### src/rtl/judge_pkg.sv
// Shared types and constants for the rhythm-game note judge: judgement
// codes, lane keycodes, score increments, FSM state encoding and small
// helpers used by the judge datapath.
package judge_pkg;

   // Judgement reported with each judge_valid pulse.
   typedef enum logic [1:0] {
      JUDGE_NONE    = 2'd0,
      JUDGE_PERFECT = 2'd1,
      JUDGE_GOOD    = 2'd2,
      JUDGE_MISS    = 2'd3
   } judge_t;

   // PS/2 make codes of the four arrow keys, one per lane.
   localparam logic [7:0] KC_LEFT  = 8'h6B;
   localparam logic [7:0] KC_DOWN  = 8'h72;
   localparam logic [7:0] KC_UP    = 8'h75;
   localparam logic [7:0] KC_RIGHT = 8'h74;

   // Points added to the score per graded hit.
   localparam logic [15:0] SCORE_PERFECT = 16'd3;
   localparam logic [15:0] SCORE_GOOD    = 16'd1;

   // Judge FSM: one key judgement or a four-step lane scan at a time.
   typedef enum logic [2:0] {
      ST_IDLE  = 3'd0,
      ST_JUDGE = 3'd1,
      ST_SCAN0 = 3'd2,
      ST_SCAN1 = 3'd3,
      ST_SCAN2 = 3'd4,
      ST_SCAN3 = 3'd5
   } state_t;

   // Result of decoding a keycode into a lane.
   typedef struct packed {
      logic       hit;
      logic [1:0] lane;
   } key_map_t;

   // Map a PS/2 make code onto a lane; non-arrow keys report hit = 0.
   function automatic key_map_t map_key(input logic [7:0] kc);
      key_map_t m;
      m.hit  = 1'b1;
      m.lane = 2'd0;
      case (kc)
         KC_LEFT:  m.lane = 2'd0;
         KC_DOWN:  m.lane = 2'd1;
         KC_UP:    m.lane = 2'd2;
         KC_RIGHT: m.lane = 2'd3;
         default:  m.hit  = 1'b0;
      endcase
      return m;
   endfunction

   // 16-bit add that pins at all-ones instead of wrapping.
   function automatic logic [15:0] sat_add16(input logic [15:0] a, input logic [15:0] b);
      logic [16:0] sum;
      sum = {1'b0, a} + {1'b0, b};
      return sum[16] ? 16'hFFFF : sum[15:0];
   endfunction

endpackage

### src/rtl/lane_fifo.sv
// Per-lane FIFO of pending note arrival times (frame numbers). A push while
// full is accepted only if a pop happens in the same cycle, so the lane can
// turn over a note even when it is saturated.
module lane_fifo #(
   parameter int DEPTH = 4
) (
   input  logic        Clk,
   input  logic        reset,
   input  logic        push,
   input  logic        pop,
   input  logic [15:0] din,
   output logic        full,
   output logic        empty,
   output logic [15:0] head
);

   localparam int AW = $clog2(DEPTH);

   logic [15:0] r_mem [DEPTH];
   logic [AW:0] r_wr_ptr;
   logic [AW:0] r_rd_ptr;
   logic        w_do_push;
   logic        w_do_pop;

   // Extra pointer bit tells full from empty when the indices match.
   assign empty     = (r_wr_ptr == r_rd_ptr);
   assign full      = (r_wr_ptr[AW-1:0] == r_rd_ptr[AW-1:0]) &&
                      (r_wr_ptr[AW] != r_rd_ptr[AW]);
   assign w_do_pop  = pop & ~empty;
   assign w_do_push = push & (~full | w_do_pop);
   assign head      = r_mem[r_rd_ptr[AW-1:0]];

   // Advance read/write pointers on accepted pushes and pops.
   always_ff @(posedge Clk) begin
      // NOTE: sequential state is written with <= so every register samples
      // the pre-edge values, independent of statement order.
      if (reset) begin
         r_wr_ptr <= '0;
         r_rd_ptr <= '0;
      end else begin
         if (w_do_push) r_wr_ptr <= r_wr_ptr + (AW+1)'(1);
         if (w_do_pop)  r_rd_ptr <= r_rd_ptr + (AW+1)'(1);
      end
   end

   // Write note times into storage; when full, this overwrites the slot
   // being popped in the same cycle.
   always_ff @(posedge Clk) begin
      // NOTE: the storage array is deliberately not reset; the pointers define
      // which entries are valid, and a reset-free array maps onto plain RAM.
      if (w_do_push) r_mem[r_wr_ptr[AW-1:0]] <= din;
   end

endmodule

### src/rtl/note_judge.sv
// Rhythm-game judge: counts video frames, queues spawned notes per lane,
// grades arrow-key presses against the head note of their lane and sweeps
// all lanes once per frame to report notes that went by unhit. Produces a
// judgement pulse plus running score and combo.
module note_judge
   import judge_pkg::*;
#(
   parameter int TRAVEL_FRAMES = 120,
   parameter int PERFECT_WIN   = 3,
   parameter int GOOD_WIN      = 8,
   parameter int FIFO_DEPTH    = 4
) (
   input  logic        Clk,
   input  logic        reset,
   input  logic        vsync,
   input  logic [7:0]  keycode,
   input  logic        press,
   input  logic [3:0]  note_spawn,
   output logic        judge_valid,
   output logic [1:0]  judge_code,
   output logic [1:0]  judge_lane,
   output logic [15:0] score,
   output logic [7:0]  combo,
   output logic        overflow
);

   localparam logic [15:0]        TRAVEL    = 16'(TRAVEL_FRAMES);
   localparam logic signed [15:0] POS_P_WIN = 16'(PERFECT_WIN);
   localparam logic signed [15:0] NEG_P_WIN = 16'(-PERFECT_WIN);
   localparam logic signed [15:0] POS_G_WIN = 16'(GOOD_WIN);
   localparam logic signed [15:0] NEG_G_WIN = 16'(-GOOD_WIN);

   // Edge detection and frame time
   logic        r_vsync_d;
   logic        r_press_d;
   logic [15:0] r_frame_cnt;
   logic        w_tick;
   logic        w_press_edge;
   key_map_t    w_key;

   // Pending work for the FSM
   logic        r_key_pending;
   logic [1:0]  r_key_lane;
   logic        r_scan_pending;
   state_t      r_state;
   state_t      w_next_state;
   logic        w_scanning;

   // Lane FIFOs
   logic [3:0]  w_full;
   logic [3:0]  w_empty;
   logic [3:0]  w_pop;
   logic [3:0]  w_drop;
   logic [15:0] w_head [4];
   logic [15:0] w_spawn_time;

   // Judgement datapath
   logic [1:0]        w_sel_lane;
   logic [15:0]       w_sel_head;
   logic              w_sel_empty;
   logic signed [15:0] w_delta;
   logic              w_emit;
   judge_t            w_code;

   // Registered outputs
   logic        r_judge_valid;
   judge_t      r_judge_code;
   logic [1:0]  r_judge_lane;
   logic [15:0] r_score;
   logic [7:0]  r_combo;
   logic        r_overflow;

   assign w_tick       = r_vsync_d & ~vsync;
   assign w_press_edge = press & ~r_press_d;
   assign w_key        = map_key(keycode);
   assign w_scanning   = (r_state == ST_SCAN0) || (r_state == ST_SCAN1) ||
                         (r_state == ST_SCAN2) || (r_state == ST_SCAN3);

   // Delay vsync and press by one cycle for edge detection.
   always_ff @(posedge Clk) begin
      if (reset) begin
         r_vsync_d <= 1'b0;
         r_press_d <= 1'b0;
      end else begin
         r_vsync_d <= vsync;
         r_press_d <= press;
      end
   end

   // Count frames on each vsync falling edge; wraps naturally at 16 bits.
   always_ff @(posedge Clk) begin
      if (reset)       r_frame_cnt <= '0;
      else if (w_tick) r_frame_cnt <= r_frame_cnt + 16'd1;
   end

   // Capture one mapped key press at a time; edges seen while a key is
   // still waiting for judgement are dropped.
   always_ff @(posedge Clk) begin
      if (reset) begin
         r_key_pending <= 1'b0;
         r_key_lane    <= 2'd0;
      end else if (r_state == ST_JUDGE) begin
         r_key_pending <= 1'b0;
      end else if (w_press_edge && w_key.hit && !r_key_pending) begin
         r_key_pending <= 1'b1;
         r_key_lane    <= w_key.lane;
      end
   end

   // Request a lane sweep per frame; ticks during an outstanding or running
   // sweep are absorbed, since that sweep already covers them.
   always_ff @(posedge Clk) begin
      if (reset)                                         r_scan_pending <= 1'b0;
      else if (w_next_state == ST_SCAN0)                 r_scan_pending <= 1'b0;
      else if (w_tick && !r_scan_pending && !w_scanning) r_scan_pending <= 1'b1;
   end

   // A spawned note is due TRAVEL_FRAMES after the current frame.
   assign w_spawn_time = r_frame_cnt + TRAVEL;
   assign w_drop       = note_spawn & w_full & ~w_pop;

   for (genvar g = 0; g < 4; g++) begin : g_lane
      lane_fifo #(
         .DEPTH (FIFO_DEPTH)
      ) u_fifo (
         .Clk   (Clk),
         .reset (reset),
         .push  (note_spawn[g]),
         .pop   (w_pop[g]),
         .din   (w_spawn_time),
         .full  (w_full[g]),
         .empty (w_empty[g]),
         .head  (w_head[g])
      );
   end

   // Choose the lane under inspection: the pressed lane or the scan lane.
   always_comb begin
      // NOTE: every combinational output gets a default first so no path
      // leaves it unassigned and no latch is inferred.
      w_sel_lane = r_key_lane;
      case (r_state)
         ST_SCAN0: w_sel_lane = 2'd0;
         ST_SCAN1: w_sel_lane = 2'd1;
         ST_SCAN2: w_sel_lane = 2'd2;
         ST_SCAN3: w_sel_lane = 2'd3;
         default:  w_sel_lane = r_key_lane;
      endcase
   end

   // Signed distance of now from the head note; positive means late. The
   // modular difference stays correct across a frame-counter wrap.
   assign w_sel_head  = w_head[w_sel_lane];
   assign w_sel_empty = w_empty[w_sel_lane];
   assign w_delta     = $signed(r_frame_cnt - w_sel_head);

   // FSM sequencing: a pending key always goes before a pending sweep.
   always_comb begin
      w_next_state = ST_IDLE;
      case (r_state)
         ST_IDLE: begin
            if (r_key_pending)       w_next_state = ST_JUDGE;
            else if (r_scan_pending) w_next_state = ST_SCAN0;
            else                     w_next_state = ST_IDLE;
         end
         ST_JUDGE: w_next_state = ST_IDLE;
         ST_SCAN0: w_next_state = ST_SCAN1;
         ST_SCAN1: w_next_state = ST_SCAN2;
         ST_SCAN2: w_next_state = ST_SCAN3;
         ST_SCAN3: w_next_state = ST_IDLE;
         default:  w_next_state = ST_IDLE;
      endcase
   end

   // Grade the selected head note; a too-early press leaves the note alone.
   always_comb begin
      w_emit = 1'b0;
      w_code = JUDGE_NONE;
      if (r_state == ST_JUDGE && !w_sel_empty) begin
         if (w_delta >= NEG_G_WIN) begin
            w_emit = 1'b1;
            if (w_delta >= NEG_P_WIN && w_delta <= POS_P_WIN) w_code = JUDGE_PERFECT;
            else if (w_delta <= POS_G_WIN)                    w_code = JUDGE_GOOD;
            else                                              w_code = JUDGE_MISS;
         end
      end else if (w_scanning && !w_sel_empty && w_delta > POS_G_WIN) begin
         w_emit = 1'b1;
         w_code = JUDGE_MISS;
      end
      w_pop = w_emit ? (4'b0001 << w_sel_lane) : 4'b0000;
   end

   // State register.
   always_ff @(posedge Clk) begin
      if (reset) r_state <= ST_IDLE;
      else       r_state <= w_next_state;
   end

   // Register the judgement pulse and accumulate score/combo.
   always_ff @(posedge Clk) begin
      if (reset) begin
         r_judge_valid <= 1'b0;
         r_judge_code  <= JUDGE_NONE;
         r_judge_lane  <= 2'd0;
         r_score       <= '0;
         r_combo       <= '0;
      end else begin
         r_judge_valid <= w_emit;
         if (w_emit) begin
            r_judge_code <= w_code;
            r_judge_lane <= w_sel_lane;
            case (w_code)
               JUDGE_PERFECT: begin
                  r_score <= sat_add16(r_score, SCORE_PERFECT);
                  r_combo <= (r_combo == 8'hFF) ? 8'hFF : r_combo + 8'd1;
               end
               JUDGE_GOOD: begin
                  r_score <= sat_add16(r_score, SCORE_GOOD);
                  r_combo <= (r_combo == 8'hFF) ? 8'hFF : r_combo + 8'd1;
               end
               JUDGE_MISS: r_combo <= 8'd0;
               default:    r_combo <= r_combo;
            endcase
         end
      end
   end

   // Sticky flag for a spawn lost to a full lane.
   always_ff @(posedge Clk) begin
      if (reset)         r_overflow <= 1'b0;
      else if (|w_drop)  r_overflow <= 1'b1;
   end

   assign judge_valid = r_judge_valid;
   assign judge_code  = r_judge_code;
   assign judge_lane  = r_judge_lane;
   assign score       = r_score;
   assign combo       = r_combo;
   assign overflow    = r_overflow;

endmodule

### config.mk
export PLATFORM = sky130hd
export DESIGN_NAME = note_judge
export DESIGN_NICKNAME = d
export VERILOG_FILES = /design/src/rtl/judge_pkg.sv /design/src/rtl/lane_fifo.sv /design/src/rtl/note_judge.sv
export SDC_FILE = /design/constraint.sdc
export NUM_CORES = 1
export LEC_CHECK = 0
export CORE_MARGIN = 2
export CORE_UTILIZATION = 30
export DETAILED_ROUTE_END_ITERATION = 10
export HOLD_SLACK_MARGIN = 0.05
export SLEW_MARGIN = 15
export SYNTH_ARGS = -nofsm -noshare
export SYNTH_HDL_FRONTEND = slang
export SYNTH_SLANG_ARGS = --single-unit
### constraint.sdc
create_clock -name Clk -period 11.6 [get_ports Clk]
set_clock_uncertainty 0.2 [all_clocks]
set_input_delay 2.9 -clock Clk [delete_from_list [all_inputs] [get_ports Clk]]
set_output_delay 2.9 -clock Clk [all_outputs]
set_load 0.02 [all_outputs]
==> results.ini, run 1 <==
[run_status]
status = finished clean

[grt]
busiest_layer = met2
grt_use_met2 = 0.209
grt_use_met1 = 0.182
met3_usage = 0.0203
grt_antenna_before_repair = 0
grt_pass1_wl_um = 54300
overflow = 0
grt_max_degree = 83
grt_pass1_vias = 9501
grt_usage = 0.129

[synth]
netlist_top_cells_count = edfxtp_1, nand2_1, nor2_1, dfxtp_1, mux4_2
ys_ff_latch = 343
ys_types = 71
avgSynthCellArea_sq_um = 13.1
netlist_top_cells_area = edfxtp_1, dfxtp_1, mux4_2, ha_1, nand2_1
yosys.cell_count.top_type = edfxtp_1
synth_fp_nets = 1239
synth_top_family_by_area = simple AND/OR/NAND/NOR gates
synthCells = 1180
ys_async_sr_fraction = 0
synthSimpleGateAreaFrac = 0.120
ys_warn_count = 0
synth_ff_type = edfxtp_1
synth-edff-count = 256
synth_compound_area_frac = 0.0726
yosysSeqAreaShare = 0.608
synthMuxAreaShare = 0.104
yosysTopAreaCell = edfxtp_1
synth.cell_area_sq_mm = 0.0155
synthXorXnorAreaFrac = 0.0373
synth_fa_ha_area_frac = 0.0359
synth_top_area_frac = 0.496

[cts]
htree_levels = 2
clock_latency_ns = 0.55
cts_tree = done
cts_resized = 0
clk_root_buffer_cell = clkbuf_16
cts_inserted_buffers = 38
clockBufferDepth = 3
post_cts_buffers = 0
path_clk_slew_ns = 0.05
cts.sinks = 343
cts_hold_buf = 0

[floorplan]
die_h_um = 231
pin_count = 46
row_count = 83
fp.dieW_um = 231
start_util = 0.303
fp.coreArea_sq_mm = 0.0512
dieArea_sq_mm = 0.0535

[routing]
drt_iter0_markers = 743
wl_per_cell_um = 17.8
via_per_inst = 5.02
route.detailed.drc = 0
vias = 9710
drt_wl_total_um = 34500
final_antenna_net_count = 0
dr.pass1.iters = 5

[place]
port_buffers = 45
dpl.hpwl_um = 23000
dp_slack_ns = 4.56
gp_congestion = 0.879

[sta]
whs_ns = 0.256
setup_ws_ns = 4.77
period_minus_slack_ns = 6.83
rsz0062_at_grt = false
setup-violations-final = 0
max_freq_ghz = 0.146
worst_pin_slew_ns = 0.992
tns_ns = 0
slew-limit-headroom = 0.338
slew_viol_final = 0
min_period_over_period = 0.589
hold_violations = 0

[critical_path]
worst_ep_arrival_time_ns = 6.80
setup.worst_path.end_class = flop
path_class = reg2reg
crit_path_max_fanout = 30
cp_data_required_time_ns = 11.57
worst_setup_path_start_kind = flop

[power_and_ir_drop]
comb_power_share = 0.055
p_int_mw = 2.05
seq_power_share = 0.516
sw_frac_of_total = 0.228
max-vdd-ir-drop_mv = 0.0912
p_sw_uw = 602
p_leak_nw = 5.67
powerDensity_mw_per_mm2 = 148
clkPwrFrac = 0.428

[finish]
num_antenna_cells = 0
drive_gt1_frac = 0.126
nFillCells = 4928
finish.utilization = 0.350
syn_to_final_growth_pct = 15.5
nNetsFinal = 1286

[run]
maxCapViolCount = 0

[hold_path]
min_path_type = reg2reg

logic make-up after synthesis:
kind of cell             after synthesis
buffers and inverters                 83
adder cells (fa/ha/maj)               44
flip-flops                           343
AND/OR/NAND/NOR                      394
AO/OA/AOI/OAI                        172
multiplexers                          80
XOR/XNOR                              64
worst max-delay path, cell delays in order (launching register included):
cell,delay (ns)
dfxtp_1,0.53
nor2b_1,0.24
nor2_1,0.08
nor2_2,0.24
buf_4,0.39
nand2_1,0.09
nand3_1,0.09
o21ai_0,0.15
ha_1,0.43
and3_1,0.26
a221o_1,0.32
a21oi_1,0.19
nand2_1,0.12
a311oi_1,0.52
xnor2_1,0.33
o21bai_1,0.31
a211oi_1,0.74
o31a_1,0.36
and2_1,0.80
layout make-up:
cell class                      count  area (sq um)  area share
Sequential cell                   343          9430       0.526
Multi-Input combinational cell    754          5780       0.323
Clock buffer                       48           988      0.0552
Tap cell                          680           851      0.0475
Timing Repair Buffer               61           566      0.0316
Clock inverter                     21           186      0.0104
Inverter                           29           109     0.00608
sequential cells by signal, indices dropped and copies added (netlist names), named ones only:
name,flops
g_lane.u_fifo.r_mem,256
r_frame_cnt,16
score,16
g_lane.u_fifo.r_rd_ptr,12
g_lane.u_fifo.r_wr_ptr,12
combo,8
r_state,3
judge_code,2
judge_lane,2
r_key_lane,2
judge_valid,1
overflow,1
r_key_pending,1
r_press_d,1
r_scan_pending,1
r_vsync_d,1
metrics by stage:
stage               std cells  total power, mW  instance area, sq um
global route             1936             2.74                 17900
floorplan                1180             1.49                 15500
global placement         1867             1.54                 16700
CTS                      1936             2.68                 17900
detailed placement       1867             1.54                 16700
finish                   1936             2.65                 17900
final timing paths:
path | from | end | slack, ns | cells after the start
hold / removal | r_key_lane[1] | r_key_lane[1] | 0.26 | 2
setup reg to reg | r_state[2] | g_lane[1].u_fifo.r_mem[1][13] | 4.77 | 18
setup / recovery | r_state[2] | g_lane[1].u_fifo.r_mem[1][13] | 4.77 | 18
hold reg to reg | r_key_lane[1] | r_key_lane[1] | 0.26 | 2
layer usage:
layer	wire length, um	vias up
li1	-	4534
met1	16100	4903
met2	16300	229
met3	1620	44
met4	532	0
met5	0	-
power by group through the flow:
stage               registers [mW]  logic (mW)  clock network [mW]
global placement              1.39       0.146                   0
CTS                           1.37       0.147                1.16
detailed placement            1.39       0.147                   0
floorplan                     1.39       0.102                   0
finish                        1.37       0.146                1.13
global route                  1.37       0.162                1.21
cells in the final DEF, fill, tap and decap left out, types with 4 or more instances in the layout:
| cell | instances |
|---|---|
| edfxtp_1 | 256 |
| nand2_1 | 127 |
| nor2_1 | 100 |
| dfxtp_1 | 86 |
| mux4_2 | 65 |
| a21oi_1 | 44 |
| clkdlybuf4s50_1 | 44 |
| ha_1 | 42 |
| nand3_1 | 41 |
| o21ai_0 | 39 |
| clkbuf_16 | 38 |
| xnor2_1 | 34 |
| inv_1 | 29 |
| xor2_1 | 25 |
| nor3_1 | 25 |
| and2_1 | 20 |
| buf_4 | 16 |
| a31oi_1 | 13 |
| mux2i_1 | 13 |
| and3_1 | 12 |
| or3_1 | 11 |
| clkbuf_1 | 10 |
| nand2b_1 | 9 |
| a21o_1 | 9 |
| a211oi_1 | 9 |
| nor2b_1 | 8 |
| o21a_1 | 7 |
| nand4_1 | 7 |
| clkinv_2 | 7 |
| nor4_1 | 6 |
| or4_1 | 5 |
| o2111ai_1 | 4 |
| a311oi_1 | 4 |
| clkinvlp_4 | 4 |
| clkinv_1 | 4 |
(Power assumes the default switching activity.)
==> run 2: changes to the inputs <==
==> constraint.sdc (replaced) <==
create_clock -name Clk -period 5.65 [get_ports Clk]
set_clock_uncertainty 0.2 [all_clocks]
set_input_delay 1.4125 -clock Clk [delete_from_list [all_inputs] [get_ports Clk]]
set_output_delay 1.4125 -clock Clk [all_outputs]
set_load 0.02 [all_outputs]
==> results.ini, run 2 (synthesized netlist as in run 1, its figures left out) <==
[finish]
stdcell_area_sq_mm = 0.0195
final_cells = 2046
drive_gt1_frac = 0.234
num_antenna_cells = 0
syn_to_final_growth_pct = 25.7
finish.utilization = 0.381
largest_reg_flops = 256
nNetsFinal = 1396
mostFrequentLayoutCell = edfxtp_1
mostFrequentLayoutCells = edfxtp_1, nand2_1, nor2_1, buf_4, dfxtp_1

[sta]
whs_ns = 0.263
setup-violations-final = 0
slew_viol_final = 0
worst_pin_slew_ns = 0.859
tns_ns = 0
min_period_over_period = 0.966
max_freq_ghz = 0.183
slew-limit-headroom = 0.427
setup_ws_ns = 0.194
period_minus_slack_ns = 5.46
hold_violations = 0

[place]
gp_congestion = 0.848
dp_cells = 1956
dp_slack_ns = -0.0643
dpl.hpwl_um = 23800
dpl_cell_area_sq_mm = 0.0177
port_buffers = 45

[routing]
route.detailed.drc = 0
wl_per_cell_um = 16.9
dr.pass1.iters = 7
via_per_inst = 4.90
drt_wl_total_um = 34600
final_antenna_net_count = 0
drt_iter0_markers = 846
vias = 10000

[critical_path]
cpMaxStageDelayCell = or4b_4
timing.rr.start = r_state[2]
path_delay_family = simple AND/OR/NAND/NOR gates
setup.worst_path.end_class = flop
path_class = reg2reg
ff2ff_setup_slack_ns = 0.19
worst_ep_arrival_time_ns = 5.68
cpMostUsedCell = buf_6
crit_path_max_fanout = 8
worstReg2RegEnd = score[3]
critPathMaxStageDelay_ns = 0.59
worst_setup_path_start_kind = flop
rr_worst_depth = 21
cp_cell_sequence = buf_6 > xor2_4 > mux2i_4 > buf_6 > clkbuf_16 > nand3_2 > o21ai_2 > ha_4 > a21o_1 > a222oi_1 > nand4_1 > nor4_2 > o2111ai_1 > or4b_4 > buf_4 > or3b_4 > a211o_4 > maj3_2 > a21boi_1 > o21ai_1 > and3_1
worst-path-buf-inv = 4
cp_data_required_time_ns = 5.87

[cts]
htree_levels = 2
path_clk_slew_ns = 0.06
cts_hold_buf = 0
clk_root_buffer_cell = clkbuf_16
clockBufferDepth = 3
cts_inserted_buffers = 37
cts.sinks = 343
clock_latency_ns = 0.53
cts_tree = done

[grt]
grt_pass1_wl_um = 54200
grt_antenna_before_repair = 0
grt_max_degree = 64
grt_usage = 0.127
overflow = 0
grt_pass1_vias = 9908

[power_and_ir_drop]
p_leak_nw = 6.44
powerDensity_mw_per_mm2 = 290
max-vdd-ir-drop_mv = 0.177
power.total_mw = 5.66

[floorplan]
row_count = 83
pin_count = 46
fp.coreArea_sq_mm = 0.0512
start_util = 0.303
dieArea_sq_mm = 0.0535
die_h_um = 231
fp.dieW_um = 231

[hold_path]
holdCritStartpoint = judge_code[1]
whs_path_depth = 2
min_path_type = reg2reg
hold_path_end = judge_code[1]

[run_status]
status = finished clean

[run]
maxCapViolCount = 0

run 2: how the worst max path moves through the flow:
stage / from / endpoint / slack (ns) / depth (start not counted)
final: r_state[2] / score[3] / 0.19 / 21
after CTS: flop / score[3] / 0.001 / 21
after global placement: flop / g_lane[1].u_fifo.r_mem[3][11] / 0.02 / 19
after global routing: flop / score[3] / -0.05 / 22
after floorplan: r_state[2] / score[3] / 0.01 / 25
after detailed placement: r_state[1] / score[3] / -0.06 / 22
run 2: where the power goes:
group,total [mW],internal [mW],switching (mW)
clock network,2.47,1.49,0.986
registers,2.80,2.77,0.0267
logic,0.389,0.177,0.212
total,5.66,4.44,1.22
run 2: timing repair:
action,in CTS,in global routing
setup endpoints to repair,72,281
buffers inserted,1,18
resized for setup,6,65
pin swaps,2,22
cloned,0,3
run 2: final cells by class:
cell class	instances	area, sq um
fillers	4723	31700
flip-flops and latches	343	9430
well taps	680	851
repair buffers	172	1780
inverters	29	109
clock buffers	47	995
multi-input cells	754	6080
clock inverters	21	255
run 2: worst min-delay path, delay by kind of cell (launching register included):
family | cells | cell delay (ns)
and+or+nand+nor | 1 | 0.05
AOI/OAI and AO/OA | 1 | 0.05
DFF | 1 | 0.31
run 2: routing by layer:
metal	vias to the layer above	wire (um)	track usage
li1	4753	-	-
met1	4989	15400	0.171
met2	226	16900	0.211
met3	53	1620	0.0204
met4	0	702	0.0367
met5	-	0	0
==> run 3: changes to the inputs <==
--- a/config.mk
+++ b/config.mk
@@ -8,6 +8,7 @@
 export CORE_MARGIN = 2
 export CORE_UTILIZATION = 30
 export DETAILED_ROUTE_END_ITERATION = 10
+export GPL_TIMING_DRIVEN = 0
 export HOLD_SLACK_MARGIN = 0.05
 export SLEW_MARGIN = 15
 export SYNTH_ARGS = -nofsm -noshare
==> results.ini, run 3 (synthesized netlist as in run 1, its figures left out) <==
[sta]
worst_pin_slew_ns = 0.874
whs_ns = 0.272
period_minus_slack_ns = 5.87
setup_ws_ns = -0.220
slew_viol_final = 0
hold_violations = 0
min_period_over_period = 1.04
slew-limit-headroom = 0.414
tns_ns = -6.42
max_freq_ghz = 0.170
setup-violations-final = 128
rsz0062_at_grt = true

[grt]
grt_pass1_wl_um = 56900
grt_pass1_vias = 10000
grt_usage = 0.136
grt_max_degree = 20
grt_antenna_before_repair = 0
overflow = 0

[critical_path]
timing.rr.start = r_state[2]
path_class = reg2reg
cp_data_required_time_ns = 5.89
worst_ep_arrival_time_ns = 6.12
worstReg2RegEnd = score[3]
setup.worst_path.end_class = flop
crit_path_max_fanout = 6
ff2ff_setup_slack_ns = -0.22
rr_worst_depth = 25
worst_setup_path_start_kind = flop

[cts]
clock_latency_ns = 0.56
cts_tree = done
clockBufferDepth = 3
cts_inserted_buffers = 38
cts.sinks = 343
clk_root_buffer_cell = clkbuf_16
path_clk_slew_ns = 0.06
htree_levels = 2

[routing]
route.detailed.drc = 0
drt_wl_total_um = 37100
via_per_inst = 4.96
vias = 10100
dr.pass1.iters = 5
drt_iter0_markers = 806
wl_per_cell_um = 18.2
final_antenna_net_count = 0

[floorplan]
dieArea_sq_mm = 0.0535
die_h_um = 231
fp.dieW_um = 231
start_util = 0.303
fp.coreArea_sq_mm = 0.0512
pin_count = 46
row_count = 83

[place]
dpl.hpwl_um = 24500
dp_cells = 1904
gp_congestion = 0.854
port_buffers = 44
dp_slack_ns = -1.58

[finish]
nFillCells = 4770
mostFrequentLayoutCell = edfxtp_1
mostFrequentLayoutCells = edfxtp_1, nand2_1, nor2_1, dfxtp_1, buf_4
drive_gt1_frac = 0.261
final-seq-area_sq_mm = 0.00944
multiInputGateArea_sq_mm = 0.00644
nNetsFinal = 1390
num_antenna_cells = 0
syn_to_final_growth_pct = 25.7
final_cells = 2041
largest_reg_flops = 256

[run_status]
violations = negative setup slack
status = finished, violations left

[run]
maxCapViolCount = 0

[hold_path]
hold_path_end = r_key_lane[1]
holdCritStartpoint = r_key_lane[1]
whs_path_depth = 2
min_path_type = reg2reg

[power_and_ir_drop]
p_leak_nw = 6.34
powerDensity_mw_per_mm2 = 284
power.total_mw = 5.53
max-vdd-ir-drop_mv = 0.134

[run 3: through the flow]
step,instance area [sq um],utilization
3_5_place_dp,16900,0.330
5_1_grt,19500,0.381
2_1_floorplan,15600,-
4_1_cts,19000,0.370
6_report,19500,0.381
3_3_place_gp,16900,0.329
[run 3: worst max path at each step]
stage,depth (start not counted),end,from
after floorplan,25,score[3],r_state[2]
after global placement,18,g_lane[1].u_fifo.r_mem[3][3],flop
after detailed placement,19,g_lane[1].u_fifo.r_wr_ptr[2],flop
after CTS,25,score[9],r_state[1]
after global routing,31,score[2],flop
final,25,score[3],r_state[2]
[run 3: power breakdown]
group	switching [mW]	internal [mW]
Clock	1.03	1.31
Sequential	0.0284	2.77
Combinational	0.223	0.162
[run 3: timing repair]
action / in CTS / in global routing
setup endpoints to repair: 318 / 285
gates cloned: 1 / 3
buffers inserted: 41 / 32
pin swaps: 33 / 27
hold buffers: 0 / 0
gates resized for setup: 166 / 63
[run 3: worst max-delay path, stage by stage (launching register included)]
cell and delay, ns:
dfxtp_2 0.32, buf_6 0.12, nor2b_4 0.15, nor2_2 0.06
or2_4 0.29, clkbuf_16 0.17, nand2_2 0.08, nand2_4 0.07
o21ai_4 0.21, ha_4 0.25, a21o_1 0.20, a222oi_1 0.45
buf_4 0.18, nand4_1 0.10, nor4_2 0.27, o2111ai_2 0.18
or4b_4 0.60, a21oi_4 0.21, o21ai_4 0.09, clkbuf_8 0.15
a21o_1 0.16, ha_1 0.29, inv_2 0.04, or2_4 0.25
or4_1 0.46, and3_1 0.17
[run 3: per-layer routing]
layer / track usage / part of all wire / vias up
li1: - / - / 4751
met1: 0.180 / 0.45 / 5078
met2: 0.231 / 0.50 / 224
met3: 0.0205 / 0.040 / 65
met4: 0.0375 / 0.020 / 0
met5: 0 / 0 / -
[run 3: area by class of cell]
class | count | area share
flip-flops and latches | 343 | 0.484
clock inverters | 22 | 0.0103
multi-input cells | 756 | 0.330
well taps | 680 | 0.0436
clock buffers | 48 | 0.0507
plain buffers | 44 | 0.0213
repair buffers | 119 | 0.0543
inverters | 29 | 0.00558
